===== src/rtl/aes128_type_pkg.sv =====
// Shared AES-128 types: cipher mode, GF(2^8) constants and multiplier FSM states.
// Used by the mix-column datapath and aes128_gf_mult.
package aes128_type_pkg;

    typedef enum logic {
        ENCRYPT = 1'b0,
        DECRYPT = 1'b1
    } mode_t;

    // Low byte of x^8+x^4+x^3+x+1; the x^8 term is implied by the carry-out.
    localparam logic [7:0] AES_POLY_LOW = 8'h1B;

    localparam logic [2:0] GMUL_LAST_STEP = 3'd7;

    typedef enum logic [1:0] {
        IDLE = 2'd0,
        CALC = 2'd1,
        DONE = 2'd2
    } gmul_state_t;

endpackage


===== src/rtl/aes128_xtime.sv =====
// Multiply a GF(2^8) element by x modulo the AES polynomial 0x11B.
// Purely combinational.
module aes128_xtime
    import aes128_type_pkg::*;
(
    input  logic [7:0] value,
    output logic [7:0] doubled
);

    always_comb begin
        doubled = {value[6:0], 1'b0} ^ (value[7] ? AES_POLY_LOW : 8'h00);
    end

endmodule


===== src/rtl/aes128_gf_mult.sv =====
// Bit-serial GF(2^8) multiplier, one multiplier bit per clock.
// Optional macro AES128_GMUL_EARLY_EXIT_EN stops once no multiplier bits remain.
module aes128_gf_mult
    import aes128_type_pkg::*;
(
    input  logic       clk_i,
    input  logic       rst_n_i,
    input  logic [7:0] a_i,
    input  logic [7:0] b_i,
    input  logic       start_i,
    output logic [7:0] result_o,
    output logic       valid_o
);

    gmul_state_t state;
    gmul_state_t state_next;

    logic [7:0] a_r;
    logic [7:0] b_r;
    logic [7:0] p_r;
    logic [2:0] cnt;

    logic [7:0] a_next;
    logic [7:0] b_next;
    logic [7:0] p_next;
    logic [2:0] cnt_next;

    logic [7:0] b_x;
    logic       calc_last;

    aes128_xtime u_xtime (
        .value   (b_r),
        .doubled (b_x)
    );

`ifdef AES128_GMUL_EARLY_EXIT_EN
    // Post-shift multiplier is zero: remaining steps would add nothing.
    assign calc_last = (cnt == GMUL_LAST_STEP) || (a_r[7:1] == 7'd0);
`else
    assign calc_last = (cnt == GMUL_LAST_STEP);
`endif

    always_comb begin
        state_next = state;
        a_next     = a_r;
        b_next     = b_r;
        p_next     = p_r;
        cnt_next   = cnt;
        unique case (1'b1)
            (state == IDLE): begin
                if (start_i) begin
                    a_next     = a_i;
                    b_next     = b_i;
                    p_next     = 8'h00;
                    cnt_next   = 3'd0;
                    state_next = CALC;
                end
            end
            (state == CALC): begin
                if (a_r[0]) begin
                    p_next = p_r ^ b_r;
                end
                b_next   = b_x;
                a_next   = {1'b0, a_r[7:1]};
                cnt_next = cnt + 3'd1;
                if (calc_last) begin
                    state_next = DONE;
                end
            end
            (state == DONE): begin
                state_next = IDLE;
            end
            default: begin
                state_next = IDLE;
            end
        endcase
    end

    always_ff @(posedge clk_i or negedge rst_n_i) begin
        if (!rst_n_i) begin
            state <= IDLE;
            a_r   <= 8'h00;
            b_r   <= 8'h00;
            p_r   <= 8'h00;
            cnt   <= 3'd0;
        end else begin
            state <= state_next;
            a_r   <= a_next;
            b_r   <= b_next;
            p_r   <= p_next;
            cnt   <= cnt_next;
        end
    end

    assign result_o = p_r;
    assign valid_o  = (state == DONE);

endmodule


===== config.mk =====
export PLATFORM = sky130hd
export DESIGN_NAME = aes128_gf_mult
export DESIGN_NICKNAME = d
export VERILOG_FILES = /design/src/rtl/aes128_type_pkg.sv /design/src/rtl/aes128_xtime.sv /design/src/rtl/aes128_gf_mult.sv
export SDC_FILE = /design/constraint.sdc
export NUM_CORES = 1
export LEC_CHECK = 0
export ABC_AREA = 1
export BUFFER_PORTS_ARGS = -buffer_cell sky130_fd_sc_hd__buf_4
export CAP_MARGIN = 20
export CORE_MARGIN = 2
export CORE_UTILIZATION = 35
export CTS_BUF_LIST = sky130_fd_sc_hd__clkbuf_8 sky130_fd_sc_hd__clkbuf_16
export DETAILED_ROUTE_END_ITERATION = 8
export PLACE_DENSITY = 0.63
export SYNTH_ARGS = -nofsm -noshare
export SYNTH_HDL_FRONTEND = slang
export SYNTH_SLANG_ARGS = --single-unit

===== constraint.sdc =====
create_clock -name clk_i -period 1.5 [get_ports clk_i]
set_input_delay 0.075 -clock clk_i [delete_from_list [all_inputs] [get_ports clk_i]]
set_output_delay 0.075 -clock clk_i [all_outputs]
set_load 0.01 [all_outputs]

==> impl_metrics.tcl, run 1 <==
set metrics [dict create \
    outcome "completed" \
    cts.sinks 29 \
    antennaDiodeCount 0 \
    fin_nets 281 \
    synth.top_cell.area_share_pct 45.1 \
    die_h_um 71.8 \
    wl_per_cell_um 11.1 \
    dr.pass1.iters 4 \
    rsz0062_at_grt "false" \
    port_buffers 27 \
    post_cts_buffers 0 \
    max_slew_margin_pct 74.7 \
    finalHoldViolCount 0 \
    routed_wl_mm 3.48 \
    die_area_um2 5160 \
    max-vdd-ir-drop_uv 526 \
    cp_data_required_time_ns 1.68 \
    netlist_area_um2 1610 \
    core_um2 4380 \
    rows 24 \
    timing.final.crit_share_pct 86.5 \
    ys_ff_latch 29 \
    power.total_uw 3940 \
    grt_pass1_wl_mm 6.22 \
    grt-ovfl-total 0 \
    final_util_pct 43.7 \
    drive_gt1_share_pct 17.2 \
    synth_most_common_cell "nand2_1" \
    area_delta_synth_final_pct 19.0 \
    antenna_found_initial 0 \
    htreeDepth 2 \
    place_congestion 0.840 \
    seqCellArea_um2 726 \
    max_freq_mhz 770 \
    critPathKind "reg -> reg" \
    ant_nets 0 \
    synth_commonest_cells "nand2_1, dfrtp_1, inv_1" \
    layout_min_cycle_time_ns 1.30 \
    cts_root_buf "clkbuf_8" \
    ioPinCount 28 \
    cts_buffers 5 \
    crit_path_end_kind "flop" \
    critPathMaxFanout 27 \
    finClkSkew_ns 0.00534 \
    clk_pin_slew_worst_paths_ns 0.06 \
    p_leak_uw 0.00113 \
    synth_warnings 0 \
    drc 0 \
    grt_use_total_pct 15.7 \
    synthTopCellsByArea "dfrtp_1, nand2_1, inv_1" \
    hold_class "in -> reg" \
    slew_violations 0 \
    dp_slack_ns 0.203 \
    ys_types 19 \
    cp.arrival_ns 1.47 \
    synthArstFlopShare_pct 100 \
    synth_edf_count 0 \
    drv_cap 0 \
    grt_pass1_vias 1402 \
    start_util_pct 36.7 \
    avgSynthCellArea_um2 7.03 \
    synth_ff_type "dfrtp_1" \
    hpwl_mm 2.40 \
    routed_via_density 4.48 \
    multi_input_area_um2 732 \
    vias 1403 \
    first_iter_violations 108 \
    yosysTopAreaCell "dfrtp_1" \
    max_slew.worst_pin.slew_ns 0.379 \
    yosysSeqAreaShare_pct 45.1 \
    grt_max_degree 30 \
    clk_latency_ns 0.29 \
    setup_slack_ns 0.202 \
    cts.path.max_buffers 2 \
    tritoncts "yes" \
    tns_ns 0 \
    finalSetupViolCount 0 \
    dieWidth_um 71.8 \
    stdcell_count 313 \
    start_kind "flop" \
    netlist_instances 229 \
    syn-num-nets 250 \
    dp_cells 304 \
    fillers 469 \
    p_per_area_nw_per_um2 2060 \
]
## per-stage QoR
step                      area [um2]  hold slack [ns]
after floorplan                 1610           -0.221
after global placement          1820           0.0260
after detailed placement        1820           0.0254
after CTS                       1910           0.0448
after global routing            1910           0.0670
final                           1910           0.0521
## power breakdown
part | switching (uW) | leakage [uW] | total, uW | internal [uW]
combinational | 1140 | 0.000716 | 1850 | 713
clock | 302 | 0.0000491 | 615 | 314
sequential | 322 | 0.000362 | 1470 | 1150
total | 1760 | 0.00113 | 3940 | 2170
## critical path: stages, from the launching register on
cell     delay (ns)
dfrtp_1        0.42
inv_2          0.13
nand2_4        0.20
nand2_8        0.20
inv_4          0.10
nand2_1        0.07
nand2_1        0.05
## registers in the layout (all words and copies together) (netlist names)
| signal | count |
|---|---|
| a_r | 8 |
| b_r | 8 |
| result_o | 8 |
| cnt | 3 |
| state | 2 |
## routing by layer
layer	global-route usage, %	routed length (um)
met5	0	0
met4	7.55	42
met3	5.63	189
met2	24.0	1620
met1	19.8	1630
## cell type report
cell class | instances | area share [%]
multi-input cells | 172 | 38.2
flip-flops and latches | 29 | 37.9
repair buffers | 29 | 11.5
inverters | 23 | 4.64
clock buffers | 5 | 3.59
well taps | 52 | 3.40
clock inverters | 3 | 0.719
## logic make-up (layout without fill, tap and decap cells)
logic type / count (synthesis) / in the layout / synth area share (%)
AOI/OAI and AO/OA: 4 / 4 / 1.24
and+or+nand+nor: 166 / 166 / 42.7
adders and majority gates: 2 / 2 / 1.55
DFF: 29 / 29 / 45.1
buffers and inverters: 28 / 60 / 9.41
## placed cells by master, fill, tap and decap left out
cell,n
inv_4,1
a21oi_1,1
ha_1,2
inv_2,2
dfrtp_1,29
buf_4,28
dlygate4sd3_1,1
nand3_1,15
nand2_2,3
o21ai_0,3
nand2_1,132
nor2_1,12
nor2_4,1
nand2_4,1
clkbuf_8,5
clkinv_2,2
nand3_2,1
inv_1,21
nand2_8,1
## final timing paths
| kind | endpoint | slack [ns] | from | depth (start not counted) |
|---|---|---|---|---|
| worst min register to register | a_r[5] | 0.48 | a_r[5] | 2 |
| worst min-delay path | a_r[7] | 0.05 | a_i[7] | 3 |
| max in group asynchronous | result_o[3] | 0.97 | rst_n_i | 2 |
| worst max-delay path | a_r[1] | 0.20 | state[1] | 6 |
| worst max register to register | a_r[1] | 0.20 | state[1] | 6 |
| min in group asynchronous | cnt[0] | 0.25 | rst_n_i | 2 |
## timing repair
item | 4_1_cts | 5_1_grt
hold endpoints to repair | 29 | 0
hold buffers | 1 | 0
gates resized for setup | 0 | 0
Note: power is estimated with default switching activity, not from simulation.
==> run 2: changes to the inputs <==
--- a/config.mk
+++ b/config.mk
@@ -15,4 +15,5 @@
 export PLACE_DENSITY = 0.63
 export SYNTH_ARGS = -nofsm -noshare
 export SYNTH_HDL_FRONTEND = slang
+export SYNTH_HIERARCHICAL = 1
 export SYNTH_SLANG_ARGS = --single-unit
==> run 2 against run 1 <==
  * Sequential cell count unchanged
  * Final cell count decreased by 8.6%
  * Core utilization decreased by 0.34 points
  * Clock power increased by 3%
  * Clock skew decreased by 0.0017 ns
  * Global-route usage decreased by 1.1 points
  * Routed wire length decreased by 6.0%
  * Sequential share of layout area increased by 0.30 points
  * Critical path depth decreased by 2
  * First-iteration DRC count decreased by 22%
  * Critical endpoint is now valid_o
  * Largest power group unchanged
==> impl_metrics.tcl, run 2 <==
set metrics [dict create \
    max_slew_margin_pct 75.5 \
    fin_nets 255 \
    tns_ns 0 \
    cts_root_buf "clkbuf_8" \
    synthTopCellsByArea "dfrtp_1, nand2_1, buf_4" \
    max_slew.worst_pin.slew_ns 0.368 \
    routed_via_density 4.52 \
    hold_class "in -> reg" \
    port_buffers 27 \
    synth_compound_area_share_pct 1.49 \
    final_util_pct 43.3 \
    routed_wl_mm 3.27 \
    p_leak_uw 0.00110 \
    clk_pin_slew_worst_paths_ns 0.06 \
    synthArstFlopShare_pct 100 \
    cts.path.max_buffers 2 \
    place_congestion 0.777 \
    clk_latency_ns 0.28 \
    drive_gt1_share_pct 23.5 \
    syn-num-nets 226 \
    synth_most_common_cell "nand2_1" \
    critPathMaxFanout 12 \
    netlist_instances 205 \
    htreeDepth 2 \
    synth-simple-area-share_pct 37.9 \
    cts_resized 0 \
    synthXorXnorAreaFrac_pct 4.39 \
    cp.arrival_ns 1.23 \
    area_delta_synth_final_pct 19.1 \
    antenna_found_initial 0 \
    cts.sinks 29 \
    timing.final.crit_share_pct 87.3 \
    grt_pass1_vias 1274 \
    wl_per_cell_um 11.4 \
    crit_path_end_kind "output pin" \
    outcome "completed" \
    antennaDiodeCount 0 \
    layout_min_cycle_time_ns 1.31 \
    drv_cap 0 \
    finalHoldViolCount 0 \
    rows 24 \
    power.total_uw 3860 \
    finalSetupViolCount 0 \
    synth_commonest_cells "nand2_1, dfrtp_1, nand3_1" \
    path_cells "inv_2, buf_4, nor2_1, buf_4" \
    cp_data_required_time_ns 1.42 \
    grt-ovfl-total 0 \
    dr.pass1.iters 4 \
    core_um2 4380 \
    yosysTopAreaCell "dfrtp_1" \
    final_cell_mix "nand2_1, buf_4, dfrtp_1" \
    ys_ff_latch 29 \
    synth_edf_count 0 \
    p_clk_share_pct 16.4 \
    post_cts_buffers 0 \
    grt_use_total_pct 14.7 \
    switchingPower_uw 1600 \
    first_iter_violations 84 \
    cts_buffers 5 \
    tritoncts "yes" \
    synth.top_cell.area_share_pct 45.5 \
    cp_slowest_cell "dfrtp_1" \
    comb_power_share_pct 45.7 \
    yosysSeqAreaShare_pct 45.5 \
    p_per_area_nw_per_um2 2030 \
    start_util_pct 36.4 \
    ioPinCount 28 \
    synth_ff_type "dfrtp_1" \
    drc 0 \
    synth_warnings 6 \
    critPathKind "reg -> out" \
    intPower_uw 2250 \
    grt_pass1_wl_mm 5.87 \
    die_h_um 71.5 \
    p_sw_share_pct 41.5 \
    muxShareOfSynthArea_pct 0 \
    ant_nets 0 \
    netlist_area_um2 1600 \
    hpwl_mm 2.31 \
    max_freq_mhz 763 \
    avgSynthCellArea_um2 7.78 \
    synth_top_family_by_area "simple AND/OR/NAND/NOR gates" \
    vias 1293 \
    dieWidth_um 71.5 \
    die_area_um2 5110 \
    finClkSkew_ns 0.00369 \
    slew_violations 0 \
    crit_path_frequent_cell "buf_4" \
    grt_max_degree 30 \
    critPathMaxStageDelay_ns 0.38 \
    rsz0062_at_grt "false" \
    final_common_cell "nand2_1" \
    max-vdd-ir-drop_uv 738 \
    ys_types 17 \
    seqPwrFrac_pct 37.9 \
    start_kind "flop" \
    synthAdderAreaFrac_pct 1.57 \
]
-- run 2: changes by cell type after synthesis, sizes merged --
cell   before  now
inv        23    7
nand2     137  121
nor2       13    2
buf         5   14
nand3      16   18
xor2        0    8
-- run 2: layer usage --
metal / up-vias / GRT usage [%] / part of all wire (%)
met5: - / 0 / 0
met4: 0 / 5.03 / 1.0
met3: 4 / 4.08 / 4.6
met2: 23 / 22.7 / 46
met1: 586 / 19.8 / 49
li1: 680 / - / -
-- run 2: final cells by class --
class / count / area [um2]
fillers: 445 / 2480
flip-flops and latches: 29 / 726
multi-input cells: 155 / 723
repair buffers: 36 / 273
clock buffers: 6 / 82.6
well taps: 52 / 65.1
inverters: 7 / 26.3
clock inverters: 1 / 3.75
-- run 2: logic make-up (layout without fill, tap and decap cells) --
group,Yosys count,after routing
AND/OR/NAND/NOR,141,141
adder cells (fa/ha/maj),2,2
buffers and inverters,21,50
AO/OA/AOI/OAI,4,4
flip-flops,29,29
XOR/XNOR,8,8
-- run 2: worst max-delay path: cells and delay by family, from the launching register on --
kind | cells | cell delay, ns
DFF | 1 | 0.38
buffers and inverters | 3 | 0.53
and+or+nand+nor | 1 | 0.05
-- run 2: through the flow --
step           instances  cell area [um2]  hold slack, ns  setup WS, ns
6_report             286             1900          0.0673         0.190
5_1_grt              286             1900          0.0908         0.119
4_1_cts              286             1900          0.0684         0.190
3_5_place_dp         278             1800          0.0215         0.250
3_3_place_gp         278             1800          0.0190         0.266
2_1_floorplan        205             1600          -0.221         0.449
-- run 2: final timing paths --
kind | from | to | slack [ns] | cells past startpoint
worst max-delay path | state[1] | valid_o | 0.19 | 4
worst min-delay path | a_i[7] | a_r[7] | 0.07 | 3
worst max register to register | state[1] | b_r[5] | 0.24 | 7
worst min register to register | state[1] | state[1] | 0.44 | 1
max in group asynchronous | rst_n_i | result_o[6] | 0.96 | 2
min in group asynchronous | rst_n_i | a_r[5] | 0.26 | 2
-- run 2: power by group through the flow --
| stage | combinational, uW | clock, uW | sequential [uW] |
|---|---|---|---|
| after floorplan | 1450 | 0 | 1420 |
| after global placement | 1750 | 0 | 1470 |
| after detailed placement | 1780 | 0 | 1470 |
| after CTS | 1790 | 641 | 1470 |
| after global routing | 2070 | 684 | 1520 |
| final | 1760 | 634 | 1460 |
-- run 2: what timing repair did --
action	4_1_cts	5_1_grt
hold buffers	1	0
setup endpoints to repair	0	0
endpoints found under the hold margin	29	0
